===== config.mk =====
export PLATFORM = sky130hd
export DESIGN_NAME = traffic_phase_scheduler
export DESIGN_NICKNAME = d
export VERILOG_FILES = /design/src/rtl/traffic_pkg.sv /design/src/rtl/rr_picker.sv /design/src/rtl/traffic_phase_scheduler.sv
export SDC_FILE = /design/constraint.sdc
export NUM_CORES = 1
export LEC_CHECK = 0
export ABC_AREA = 1
export CORE_MARGIN = 5
export CORE_UTILIZATION = 45
export CTS_BUF_LIST = sky130_fd_sc_hd__clkbuf_16
export DETAILED_ROUTE_END_ITERATION = 6
export PLACE_DENSITY = 0.71
export RECOVER_POWER = 50
export SLEW_MARGIN = 20
export SYNTH_ARGS = -nofsm -noshare
export SYNTH_HDL_FRONTEND = slang
export SYNTH_SLANG_ARGS = --single-unit

===== constraint.sdc =====
create_clock -name clock -period 2.4 [get_ports clock]
set_input_delay 0.48 -clock clock [delete_from_list [all_inputs] [get_ports clock]]
set_output_delay 0.48 -clock clock [all_outputs]
set_load 0.1 [all_outputs]

===== src/rtl/traffic_pkg.sv =====
// Shared definitions for the intersection phase scheduler: phase and approach
// encodings, lamp patterns and the density-level decode.
package traffic_pkg;

    typedef enum logic [1:0] {
        PH_ALL_RED   = 2'd0,
        PH_GREEN     = 2'd1,
        PH_YELLOW    = 2'd2,
        PH_PRE_GREEN = 2'd3
    } phase_t;

    typedef enum logic [1:0] {
        APP_A = 2'd0,
        APP_B = 2'd1,
        APP_C = 2'd2,
        APP_D = 2'd3
    } approach_t;

    // Per-approach lamp field is {red, yellow, green}.
    localparam logic [2:0]  LAMP_R        = 3'b100;
    localparam logic [2:0]  LAMP_Y        = 3'b010;
    localparam logic [2:0]  LAMP_G        = 3'b001;
    localparam logic [11:0] ALL_RED_LIGHT = {4{LAMP_R}};

    // Highest set sensor of one approach wins; no sensor means level 0.
    function automatic logic [1:0] density_level(input logic [2:0] s);
        if (s[2])      return 2'd3;
        else if (s[1]) return 2'd2;
        else if (s[0]) return 2'd1;
        else           return 2'd0;
    endfunction

    // Only the granted approach may leave red.
    function automatic logic [11:0] lamp_vector(input phase_t ph, input logic [1:0] g);
        logic [11:0] v;
        v = ALL_RED_LIGHT;
        case (ph)
            PH_GREEN, PH_PRE_GREEN: v[3*int'(g) +: 3] = LAMP_G;
            PH_YELLOW:              v[3*int'(g) +: 3] = LAMP_Y;
            default:                ;
        endcase
        return v;
    endfunction

endpackage


===== src/rtl/rr_picker.sv =====
// Chooses the next approach to serve: emergency requests first (lowest index),
// otherwise the first approach after last_grant with nonzero density.
module rr_picker
    import traffic_pkg::*;
(
    input  logic [3:0][1:0] lvl,
    input  logic [1:0]      last_grant,
    input  logic [3:0]      ss,
    output logic [1:0]      next_grant,
    output logic            valid,
    output logic            from_ss
);

    logic [1:0] idx;

    always_comb begin
        next_grant = last_grant;
        valid      = 1'b0;
        from_ss    = 1'b0;
        idx        = last_grant;
        if (|ss) begin
            valid   = 1'b1;
            from_ss = 1'b1;
            for (int i = 3; i >= 0; i--) begin
                if (ss[i]) next_grant = 2'(i);
            end
        end else begin
            // Walk backwards so the nearest candidate overwrites the farther ones;
            // k=4 wraps to last_grant itself, which is therefore considered last.
            for (int k = 4; k >= 1; k--) begin
                idx = last_grant + 2'(k);
                if (lvl[idx] != 2'd0) begin
                    next_grant = idx;
                    valid      = 1'b1;
                end
            end
        end
    end

endmodule


===== src/rtl/traffic_phase_scheduler.sv =====
// Four-approach green-time sequencer: round-robin with density-scaled green,
// gap-out after minimum green, and emergency preemption.
module traffic_phase_scheduler
    import traffic_pkg::*;
#(
    parameter int GREEN_BASE = 4,
    parameter int GREEN_STEP = 4,
    parameter int YELLOW_T   = 3,
    parameter int ALLRED_T   = 1,
    parameter int TW         = 6
) (
    input  logic        clock,
    input  logic        clear,
    input  logic        tick,
    input  logic [11:0] dens,
    input  logic [3:0]  ss,
    output logic [11:0] light,
    output logic [1:0]  grant,
    output logic [1:0]  phase,
    output logic [1:0]  level,
    output logic        preempt_on
);

    phase_t          phase_q;
    logic [TW-1:0]   timer;
    logic [TW-1:0]   elapsed;
    logic [TW-1:0]   elapsed_now;
    logic [1:0]      grant_q;
    logic [1:0]      level_q;
    logic            preempt_q;
    logic            pre_done;
    logic [11:0]     light_q;
    logic [3:0][1:0] lvl;
    logic [1:0]      pick_grant;
    logic            pick_valid;
    logic            pick_ss;
    logic            timer_done;
    logic            gap_out;
    logic            ar_ready;

    function automatic logic [TW-1:0] green_time(input logic [1:0] l);
        case (l)
            2'd2:    return TW'(GREEN_BASE + GREEN_STEP);
            2'd3:    return TW'(GREEN_BASE + 2 * GREEN_STEP);
            default: return TW'(GREEN_BASE);
        endcase
    endfunction

    always_comb begin
        for (int i = 0; i < 4; i++) lvl[i] = density_level(dens[3*i +: 3]);
    end

    rr_picker u_picker (
        .lvl        (lvl),
        .last_grant (grant_q),
        .ss         (ss),
        .next_grant (pick_grant),
        .valid      (pick_valid),
        .from_ss    (pick_ss)
    );

    assign timer_done  = tick && (timer == TW'(1));
    // Counting the current tick lets gap-out land on the same edge as a
    // level-1 timer expiry, so the two collapse into one yellow.
    assign elapsed_now = elapsed + TW'(tick);
    assign gap_out     = (lvl[grant_q] == 2'd0) && (elapsed_now >= TW'(GREEN_BASE));
    // A zero timer in ALL_RED means resting: rescan on every clock.
    assign ar_ready    = (timer == '0) || timer_done;

    always_ff @(posedge clock or negedge clear) begin
        if (!clear) begin
            phase_q   <= PH_ALL_RED;
            timer     <= TW'(ALLRED_T);
            elapsed   <= '0;
            grant_q   <= APP_D;
            level_q   <= 2'd0;
            preempt_q <= 1'b0;
            pre_done  <= 1'b0;
            light_q   <= ALL_RED_LIGHT;
        end else begin
            case (phase_q)
                PH_ALL_RED: begin
                    if (ar_ready) begin
                        if (pick_valid) begin
                            grant_q  <= pick_grant;
                            level_q  <= lvl[pick_grant];
                            elapsed  <= '0;
                            pre_done <= 1'b0;
                            if (pick_ss) begin
                                phase_q   <= PH_PRE_GREEN;
                                timer     <= '0;
                                preempt_q <= 1'b1;
                                light_q   <= lamp_vector(PH_PRE_GREEN, pick_grant);
                            end else begin
                                phase_q   <= PH_GREEN;
                                timer     <= green_time(lvl[pick_grant]);
                                preempt_q <= 1'b0;
                                light_q   <= lamp_vector(PH_GREEN, pick_grant);
                            end
                        end else begin
                            timer     <= '0;
                            preempt_q <= 1'b0;
                        end
                    end else if (tick) begin
                        timer <= timer - TW'(1);
                    end
                end

                PH_GREEN: begin
                    if (ss[grant_q]) begin
                        // Emergency on the served approach keeps its green, no gap.
                        phase_q   <= PH_PRE_GREEN;
                        timer     <= '0;
                        preempt_q <= 1'b1;
                        light_q   <= lamp_vector(PH_PRE_GREEN, grant_q);
                    end else if (|ss) begin
                        phase_q   <= PH_YELLOW;
                        timer     <= TW'(YELLOW_T);
                        preempt_q <= 1'b1;
                        light_q   <= lamp_vector(PH_YELLOW, grant_q);
                    end else if (timer_done || gap_out) begin
                        phase_q <= PH_YELLOW;
                        timer   <= TW'(YELLOW_T);
                        light_q <= lamp_vector(PH_YELLOW, grant_q);
                    end else if (tick) begin
                        timer   <= timer - TW'(1);
                        elapsed <= elapsed_now;
                    end
                end

                PH_YELLOW: begin
                    if (timer_done) begin
                        phase_q <= PH_ALL_RED;
                        timer   <= TW'(ALLRED_T);
                        level_q <= 2'd0;
                        light_q <= ALL_RED_LIGHT;
                        if (pre_done) begin
                            preempt_q <= 1'b0;
                            pre_done  <= 1'b0;
                        end
                    end else if (tick) begin
                        timer <= timer - TW'(1);
                    end
                end

                PH_PRE_GREEN: begin
                    if (!ss[grant_q]) begin
                        phase_q  <= PH_YELLOW;
                        timer    <= TW'(YELLOW_T);
                        pre_done <= 1'b1;
                        light_q  <= lamp_vector(PH_YELLOW, grant_q);
                    end
                end

                default: begin
                    phase_q <= PH_ALL_RED;
                    timer   <= TW'(ALLRED_T);
                    light_q <= ALL_RED_LIGHT;
                end
            endcase
        end
    end

    assign light      = light_q;
    assign grant      = grant_q;
    assign phase      = phase_q;
    assign level      = level_q;
    assign preempt_on = preempt_q;

endmodule


==> After elaboration in Yosys (flattened, before gate mapping) <==
Cells that the tools add are included.
{ "word_totals": {"input_bits": 19, "out_inout_bits": 19, "register_bits": 32} }
{ "classes": {"addsub": 7, "n_bitwise": 8, "muxes": 89, "shifts": 5, "reduce_logical": 22, "magnitude_cmp": 6, "n_eq_ne": 17, "n_mul": 2} }
{ "ops": {"columns": ["cell", "count"], "rows": [
  ["$shiftx 3x33->12 const A", 3],
  ["$mux 12", 7],
  ["$mux 6", 14],
  ["$neg 4->33", 2],
  ["$shift 3x33->12 const A", 2],
  ["$mux 2", 31],
  ["$pmux 12 s4", 1],
  ["$and 8x8->8", 3],
  ["$pmux 6 s4", 1],
  ["$mux 1", 22],
  ["$bmux 2 s2", 5],
  ["$ne 2x2->1 const B", 9],
  ["$lt 2x3->1 const B", 5],
  ["$reduce_and 5->1", 3],
  ["$or 4x4->4", 3],
  ["$pmux 6 s2", 1],
  ["$reduce_bool 2->1", 6],
  ["$eq 2x2->1 const B", 4],
  ["$mul 2x2->4 const A", 2],
  ["$not 4->4", 2],
  ["$pmux 2 s4", 1],
  ["$pmux 4 s2", 1],
  ["$reduce_and 7->1", 1],
  ["$add 6x1->6", 1],
  ["20 further kinds", 26]
]} }

==> Logic depth before layout (Yosys ltp) <==
Gate-level depths: netlist of the first run.
{ "logic_depth": {"ltp_word": 18, "depth_mapped": 19} }

==> By module <==
Synthesis of the first run repeated with hierarchy kept, for this count alone.
{ "unflattened": {"cells_unflattened": 411, "hier_area_um2": 2775.2} }
{ "modules_own_cells": {"columns": ["module", "instances", "cells_each", "seq_area_each_um2", "area_per_inst_um2"], "rows": [
  ["traffic_phase_scheduler", 1, 347, 809.5, 2474.9],
  ["rr_picker", 1, 64, 0.0, 300.3]
]} }

==> Worst setup path after synthesis of the first run <==
No wires, ideal clock.
{ "synth_path": {"kind": "flip-flop to flip-flop", "startpoint": "register grant_q[1] (netlist: grant[1])", "endpoint": "register timer[2]", "t_required_ps": 2278, "path_slack_ps": -194, "setup_time_ps": 122, "stages_incl_launch_ff": 19, "t_arrival_ps": 2472, "path_cell_list": "dfstp_2 > buf_2 > inv_1 > ha_1 > inv_1 > nand3_1 > nand2_1 > inv_1 > nand2_1 > nand2_1 > nand2_1 > nand2_2 > inv_1 > nand4_1 > nand2_1 > nor2_1 > nand2_1 > nand2_1 > a21oi_1"} }
{ "synth_via": {"elab_chain_len": 16} }
{ "synth_rtl": {"columns": ["item", "line", "source"], "rows": [
  ["start, declared", "traffic_phase_scheduler.sv:28", "logic [1:0] grant_q;"],
  ["start signal, assigned", "traffic_phase_scheduler.sv:85", "grant_q <= pick_grant;"],
  ["$add 2x2->2", "rr_picker.sv:31", "idx = last_grant + 2'(k);"],
  ["$bmux 2 s2", "rr_picker.sv:32", "if (lvl[idx] != 2'd0) begin"],
  ["$mux 2 (implied by the code)", "rr_picker.sv:32", null],
  ["$reduce_bool 2->1", "rr_picker.sv:32", null],
  ["$mux 2 (3 in series)", "rr_picker.sv:32", null],
  ["$mux 2", "rr_picker.sv:21", "if (|ss) begin"],
  ["$bmux 2 s2", "traffic_phase_scheduler.sv:96", "timer <= green_time(lvl[pick_grant]);"],
  ["$mux 2 (implied by the code)", "traffic_phase_scheduler.sv:96", null],
  ["$eq 2x2->1", "traffic_phase_scheduler.sv:42", "case (l)"],
  ["$pmux 4 s2", "traffic_phase_scheduler.sv:42", null],
  ["$mux 4", "traffic_phase_scheduler.sv:89", "if (pick_ss) begin"],
  ["$mux 6", "traffic_phase_scheduler.sv:84", "if (pick_valid) begin"],
  ["$mux 6", "traffic_phase_scheduler.sv:83", "if (ar_ready) begin"],
  ["$pmux 6 s4", "traffic_phase_scheduler.sv:81", "case (phase_q)"],
  ["end signal, assigned", "traffic_phase_scheduler.sv:73", "timer <= TW'(ALLRED_T);"],
  ["end signal, assigned", "traffic_phase_scheduler.sv:96", null],
  ["end signal, assigned", "traffic_phase_scheduler.sv:105", "timer <= timer - TW'(1);"],
  ["end, declared", "traffic_phase_scheduler.sv:25", "logic [TW-1:0] timer;"]
]} }
Several ways; a longest one is shown, not always the timed one. The select of a mux whose other input is x is not followed.
A chain may end at the register's enable or synchronous reset.

==> Final worst setup path of the first run <==
{ "layout_path": {"startpoint": "register grant_q[1] (netlist: grant[1])", "endpoint": "register light_q[0] (netlist: light[0])"} }
{ "layout_via": {"elab_chain_len": 15} }
{ "layout_rtl": {"columns": ["item", "line", "source"], "rows": [
  ["$add 2x2->2", "rr_picker.sv:31", null],
  ["$bmux 2 s2", "rr_picker.sv:32", null],
  ["$mux 2 (implied by the code)", "rr_picker.sv:32", null],
  ["$reduce_bool 2->1", "rr_picker.sv:32", null],
  ["$mux 2 (3 in series)", "rr_picker.sv:32", null],
  ["$mux 2", "rr_picker.sv:21", null],
  ["$mul 2x2->4", "traffic_pkg.sv:38", "PH_GREEN, PH_PRE_GREEN: v[3*int'(g) +: 3] = LAMP_G;"],
  ["$neg 4->33", "traffic_pkg.sv:38", null],
  ["$shiftx 3x33->12 or $shift 3x33->12 (tied branches)", "traffic_pkg.sv:38", null],
  ["$and 8x8->8 (no line)", null, null],
  ["$mux 12", "traffic_phase_scheduler.sv:84", null],
  ["$mux 12", "traffic_phase_scheduler.sv:83", null],
  ["$pmux 12 s4", "traffic_phase_scheduler.sv:81", null],
  ["end signal, assigned", "traffic_phase_scheduler.sv:93", "light_q <= lamp_vector(PH_PRE_GREEN, pick_grant);"],
  ["end signal, assigned", "traffic_phase_scheduler.sv:98", "light_q <= lamp_vector(PH_GREEN, pick_grant);"],
  ["end signal, assigned", "traffic_phase_scheduler.sv:115", "light_q <= lamp_vector(PH_PRE_GREEN, grant_q);"],
  ["end, declared", "traffic_phase_scheduler.sv:32", "logic [11:0] light_q;"]
]} }
Several ways; a longest one is shown, not always the timed one. The select of a mux whose other input is x is not followed.

==> results of run 1 <==
[layer usage]
| metal | part of all wire, % | wire, um | vias up | track usage (%) |
|---|---|---|---|---|
| met2 | 47 | 2930 | 83 | 31.8 |
| met3 | 6.7 | 411 | 12 | 3.80 |
| met5 | 0 | 0 | - | 0 |
| met1 | 44 | 2720 | 1099 | 25.0 |
| li1 | - | - | 1257 | - |
| met4 | 1.7 | 106 | 0 | 7.14 |
[sequential cells by signal (all words and copies together), names as in the netlist]
| signal | cells |
|---|---|
| pre_done | 1 |
| elapsed | 6 |
| phase | 2 |
| preempt_on | 1 |
| light | 12 |
| grant | 2 |
| timer | 6 |
| level | 2 |
[cell usage in the layout, fill, tap and decap left out, types with 2 or more instances in the layout]
master,n
nor3_1,4
nand3_4,2
dfrtp_2,2
clkdlybuf4s50_1,16
xnor2_1,2
dfrtp_1,23
nor2_4,4
inv_2,2
nand3_2,3
nor2_1,34
nand3b_1,2
o211ai_1,2
o21ai_1,5
o21ai_0,24
nand3_1,29
ha_2,2
clkbuf_1,7
nand2_1,76
buf_4,54
a31oi_1,5
dfstp_4,2
o21ai_2,2
dfstp_2,5
nand2_2,7
o31ai_2,2
xor2_1,5
clkbuf_16,5
nor2_2,6
inv_1,39
nand4_1,7
ha_1,9
a21oi_1,11
[worst max-delay path, delay by kind of cell (launching register included)]
| family | cells | cell delay (ns) |
|---|---|---|
| flops | 1 | 0.61 |
| buf+inv | 4 | 0.37 |
| simple gates | 7 | 0.74 |
| compound gates | 1 | 0.19 |
| fa+ha+maj | 1 | 0.29 |
[area by class of cell]
class                   instances  share of cell area (%)
inverters                      41                    4.83
clock inverters                 3                   0.345
clock buffers                   5                    3.83
repair buffers                 81                    19.2
well taps                      70                    2.68
multi-input cells             253                    44.0
flip-flops and latches         32                    25.1
[cells by family after synthesis]
| kind of cell | synth area share, % |
|---|---|
| AO/OA/AOI/OAI | 14.6 |
| XOR/XNOR | 2.99 |
| adder cells (fa/ha/maj) | 6.40 |
| buffers and inverters | 8.59 |
| flip-flops | 34.5 |
| AND/OR/NAND/NOR | 32.9 |
[metrics by stage]
stage,cells,util [%]
floorplan,332,-
global placement,473,59.7
detailed placement,473,59.7
CTS,482,63.2
global route,485,64.3
finish,485,64.3
[path summary, 6_finish.rpt]
check	start	endpoint	slack, ns	cells after the start
setup reg to reg	grant[1]	light[0]	0.13	13
hold / removal	light[8]	light[8]	0.48	2
setup / recovery	grant[1]	light[0]	0.13	13
hold reg to reg	light[8]	light[8]	0.48	2
max in group asynchronous	clear	phase[0]	1.04	2
min in group asynchronous	clear	timer[4]	0.82	2
[timing repair]
action,CTS,global route
endpoints found under the hold margin,0,0
gates cloned,0,1
pin swaps,5,7
setup buffers,1,2
resized for setup,10,14
endpoints found under the setup margin,25,21
==> out/qor.yml, run 1 <==
worst_setup_path:
  worst-path-max-fanout: 5
  cp_slowest_stage_delay_ns: 0.61
  critical_path_class: "reg2reg"
  worst_path_max_delay_cell: "dfstp_4"
  cp_cell_sequence: "inv_1 -> ha_4 -> inv_1 -> nand3_1 -> nand2_1 -> nand2_1 -> nand3_1 -> nand3_4 -> nand2_2 -> buf_4 -> inv_1 -> nand3_1 -> a31oi_1"
  critPathCaptureType: "flop"
  critPathLaunchType: "flop"
  critPathRequiredTime_ns: 2.59
  arrival_ns: 2.46
cells_and_area:
  nets: 445
  register_area_um2: 820
  n_antenna_cell: 0
  multiInputGateArea_um2: 1440
  area_delta_synth_final_pct: 39.2
  fillers: 455
  fin_area_um2: 3260
  layout-drive-gt1-share_pct: 25.8
route:
  drc_errors: 0
  dr.pass1.iters: 4
  ant_nets: 0
  vias: 2451
  first_iter_violations: 207
  wl_per_cell_um: 12.7
  vias_per_cell: 5.05
  drt-total-wl_mm: 6.17
clock_tree:
  htreeDepth: 2
  cts_buffers: 5
  root_buffer: "clkbuf_16"
  cts_tree: "done"
  clock-sinks: 32
  cts_buffer_depth: 2
  clkTransAtPathRegs_ns: 0.05
  clock_latency_ns: 0.27
  cts_hold_buf: 0
sta:
  tns_ns: 0
  tightest_slew_ns: 1.17
  fin_hold_ws_ns: 0.483
  finalCriticalPeriod_ns: 2.27
  setup_violations: 0
  timing.final.crit_share_pct: 94.4
  relSlewSlack_pct: 22.1
  drv_slew: 0
  clock_skew_ns: 0.00493
  clock.fmax_ghz: 0.441
  final_hold_viol_count: 0
  setup_slack_ns: 0.133
logic_synthesis:
  synth_common_cells: "nand2_1 (78), nor2_1 (39), inv_1 (38)"
  syn_inst: 332
  seq_area_frac_synth_pct: 34.5
  yosysWarnings: 0
  synth_edf_count: 0
  async_reset_ff_share_pct: 100
  syn_nets: 363
  synth.most_common_cell: "nand2_1"
  netlist.area_leader.share_pct: 26.7
  synth.distinct_cells: 37
  synthTopCellsByArea: "dfrtp_1 (27%), nand2_1 (12%), dfstp_2 (7.8%)"
  syn-cell-area_um2: 2340
  yosysTopAreaCell: "dfrtp_1"
  syn_avg_cell_area_um2: 7.06
  synth_top_flop_cell: "dfrtp_1"
  ys_seq_elements: 32
place:
  dpl.hpwl_mm: 4.72
  routabilityCongestion: 0.868
  post_dp_cell_area_um2: 3030
  pre_cts_slack_ns: -0.584
  portBuffers: 37
die:
  ios: 38
  die_w_um: 82.2
  row_count: 26
  dieHeight_um: 82.2
  core_area_um2: 5070
  initial_core_util_pct: 46.2
  die-area_um2: 6750
global_routing:
  grt_pass1_wl_mm: 10.1
  track_usage_pct: 19.3
  grt_max_degree: 33
  overflow: 0
  antenna_found_initial: 0
  grt_pass1_vias: 2264
outcome:
  outcome: "complete, no violations"
job:
  drv_cap: 0
min_path:
  hold_class: "reg2reg"
Power of run 1 is left out: the tool's default activity adds up to more than one toggle a clock period on the data nets, which glitch-free logic cannot reach.
==> run 2: changes to the inputs <==
Settings changed: CORE_UTILIZATION 45 to 35, PLACE_DENSITY 0.71 to 0.58, REMOVE_ABC_BUFFERS set to 1.
==> out/qor.yml, run 2 (synthesis results as in run 1) <==
route:
  vias_per_cell: 4.94
  drc_errors: 0
  vias: 2463
  first_iter_violations: 104
  wl_per_cell_um: 13.0
  drt-total-wl_mm: 6.47
  ant_nets: 0
  dr.pass1.iters: 4
cells_and_area:
  area_delta_synth_final_pct: 42.3
  nets: 452
  layout-drive-gt1-share_pct: 27.7
  fin_area_um2: 3340
  final_cell_mix: "nand2_1 (72), buf_4 (60), inv_1 (38)"
  n_antenna_cell: 0
  final_common_cell: "nand2_1"
  largest_reg_flops: 12
worst_setup_path:
  critPathLaunchType: "input pin"
  critical_path.top_delay_family: "buffers and inverters"
  worst_path_max_delay_cell: "clkdlybuf4s50_1"
  r2r_cells: 17
  cp_slowest_stage_delay_ns: 0.42
  critPathCaptureType: "flop"
  critical_path_class: "in2reg"
  cp_cell_sequence: "clkdlybuf4s50_1 -> nor2_1 -> nand2_1 -> nand2_1 -> nand2_1 -> nand2_1 -> buf_4 -> nand2_1 -> nand2_1 -> nand2_1 -> nand2_1 -> nand2_2 -> buf_4 -> buf_4 -> o21ai_0 -> a31oi_1"
  arrival_ns: 2.43
  worst-path-max-fanout: 4
  critPathRequiredTime_ns: 2.59
  crit_buf_inv: 4
  cp_common_cell: "nand2_1"
  cp.depth: 16
global_routing:
  gr-usage-met1_pct: 21.1
  overflow: 0
  grt_pass1_vias: 2419
  grt_max_degree: 33
  grt_pass1_wl_mm: 10.9
  grt-busiest-layer: "met2"
  antenna_found_initial: 0
  track_usage_pct: 15.6
  met2_usage_pct: 25.6
  gr-usage-met3_pct: 2.62
clock_tree:
  clkTransAtPathRegs_ns: 0.05
  root_buffer: "clkbuf_16"
  cts_tree: "done"
  clock_latency_ns: 0.27
  clock-sinks: 32
  cts_buffer_depth: 2
  htreeDepth: 2
  cts_buffers: 5
sta:
  setup_violations: 0
  finalCriticalPeriod_ns: 2.24
  timing.final.crit_share_pct: 93.4
  setup_slack_ns: 0.159
  tightest_slew_ns: 1.17
  clock_skew_ns: 0.00173
  final_hold_viol_count: 0
  drv_slew: 0
  tns_ns: 0
  relSlewSlack_pct: 22.1
  clock.fmax_ghz: 0.446
place:
  pre_cts_slack_ns: -0.585
  post_dp_cell_area_um2: 3050
  dpl.hpwl_mm: 4.97
  portBuffers: 37
  routabilityCongestion: 0.878
die:
  dieHeight_um: 91.9
  die_w_um: 91.9
  core_area_um2: 6420
  row_count: 29
  die-area_um2: 8440
  initial_core_util_pct: 36.5
  ios: 38
outcome:
  outcome: "complete, no violations"
min_path:
  holdPathStages: 2
  hold_class: "reg2reg"
job:
  drv_cap: 0
[run 2: layer usage]
metal / vias to the layer above / wire length, um
li1: 1275 / -
met4: 0 / 82
met1: 1128 / 3140
met5: - / 0
met2: 51 / 2960
met3: 9 / 286
[run 2: layout make-up]
class,instances,area [um^2]
flip-flops and latches,32,810
well taps,77,96.3
repair buffers,88,678
clock inverters,3,13.8
fillers,646,3090
multi-input cells,253,1460
clock buffers,5,125
inverters,41,158
[run 2: final timing paths]
check | start | end | slack, ns
hold reg to reg | light[8] | light[8] | 0.48
max in group asynchronous | clear | light[9] | 1.08
setup reg to reg | grant[1] | timer[2] | 0.21
min in group asynchronous | clear | timer[4] | 0.82
hold / removal | light[8] | light[8] | 0.48
setup / recovery | dens[1] | light[11] | 0.16
[run 2: timing repair]
action | in CTS | in global routing
hold buffers | 0 | 0
pin swaps | 9 | 12
cloned | 0 | 1
gates resized for setup | 7 | 22
endpoints found under the setup margin | 18 | 23
buffers inserted | 3 | 4
[run 2: tightest hold or removal path, delay by kind of cell, from the launching register on]
kind	cells	cell delay, ns
AO/OA/AOI/OAI	1	0.06
flip-flops	1	0.36
AND/OR/NAND/NOR	1	0.05
[run 2: per-stage QoR]
stage | cells | utilization (%) | hold WS [ns]
2_1_floorplan | 325 | - | 0.184
3_3_place_gp | 483 | 47.5 | 0.476
3_5_place_dp | 483 | 47.5 | 0.471
4_1_cts | 494 | 50.4 | 0.481
5_1_grt | 499 | 52.0 | 0.506
6_report | 499 | 52.0 | 0.479
Power of run 2 is left out for the same reason.
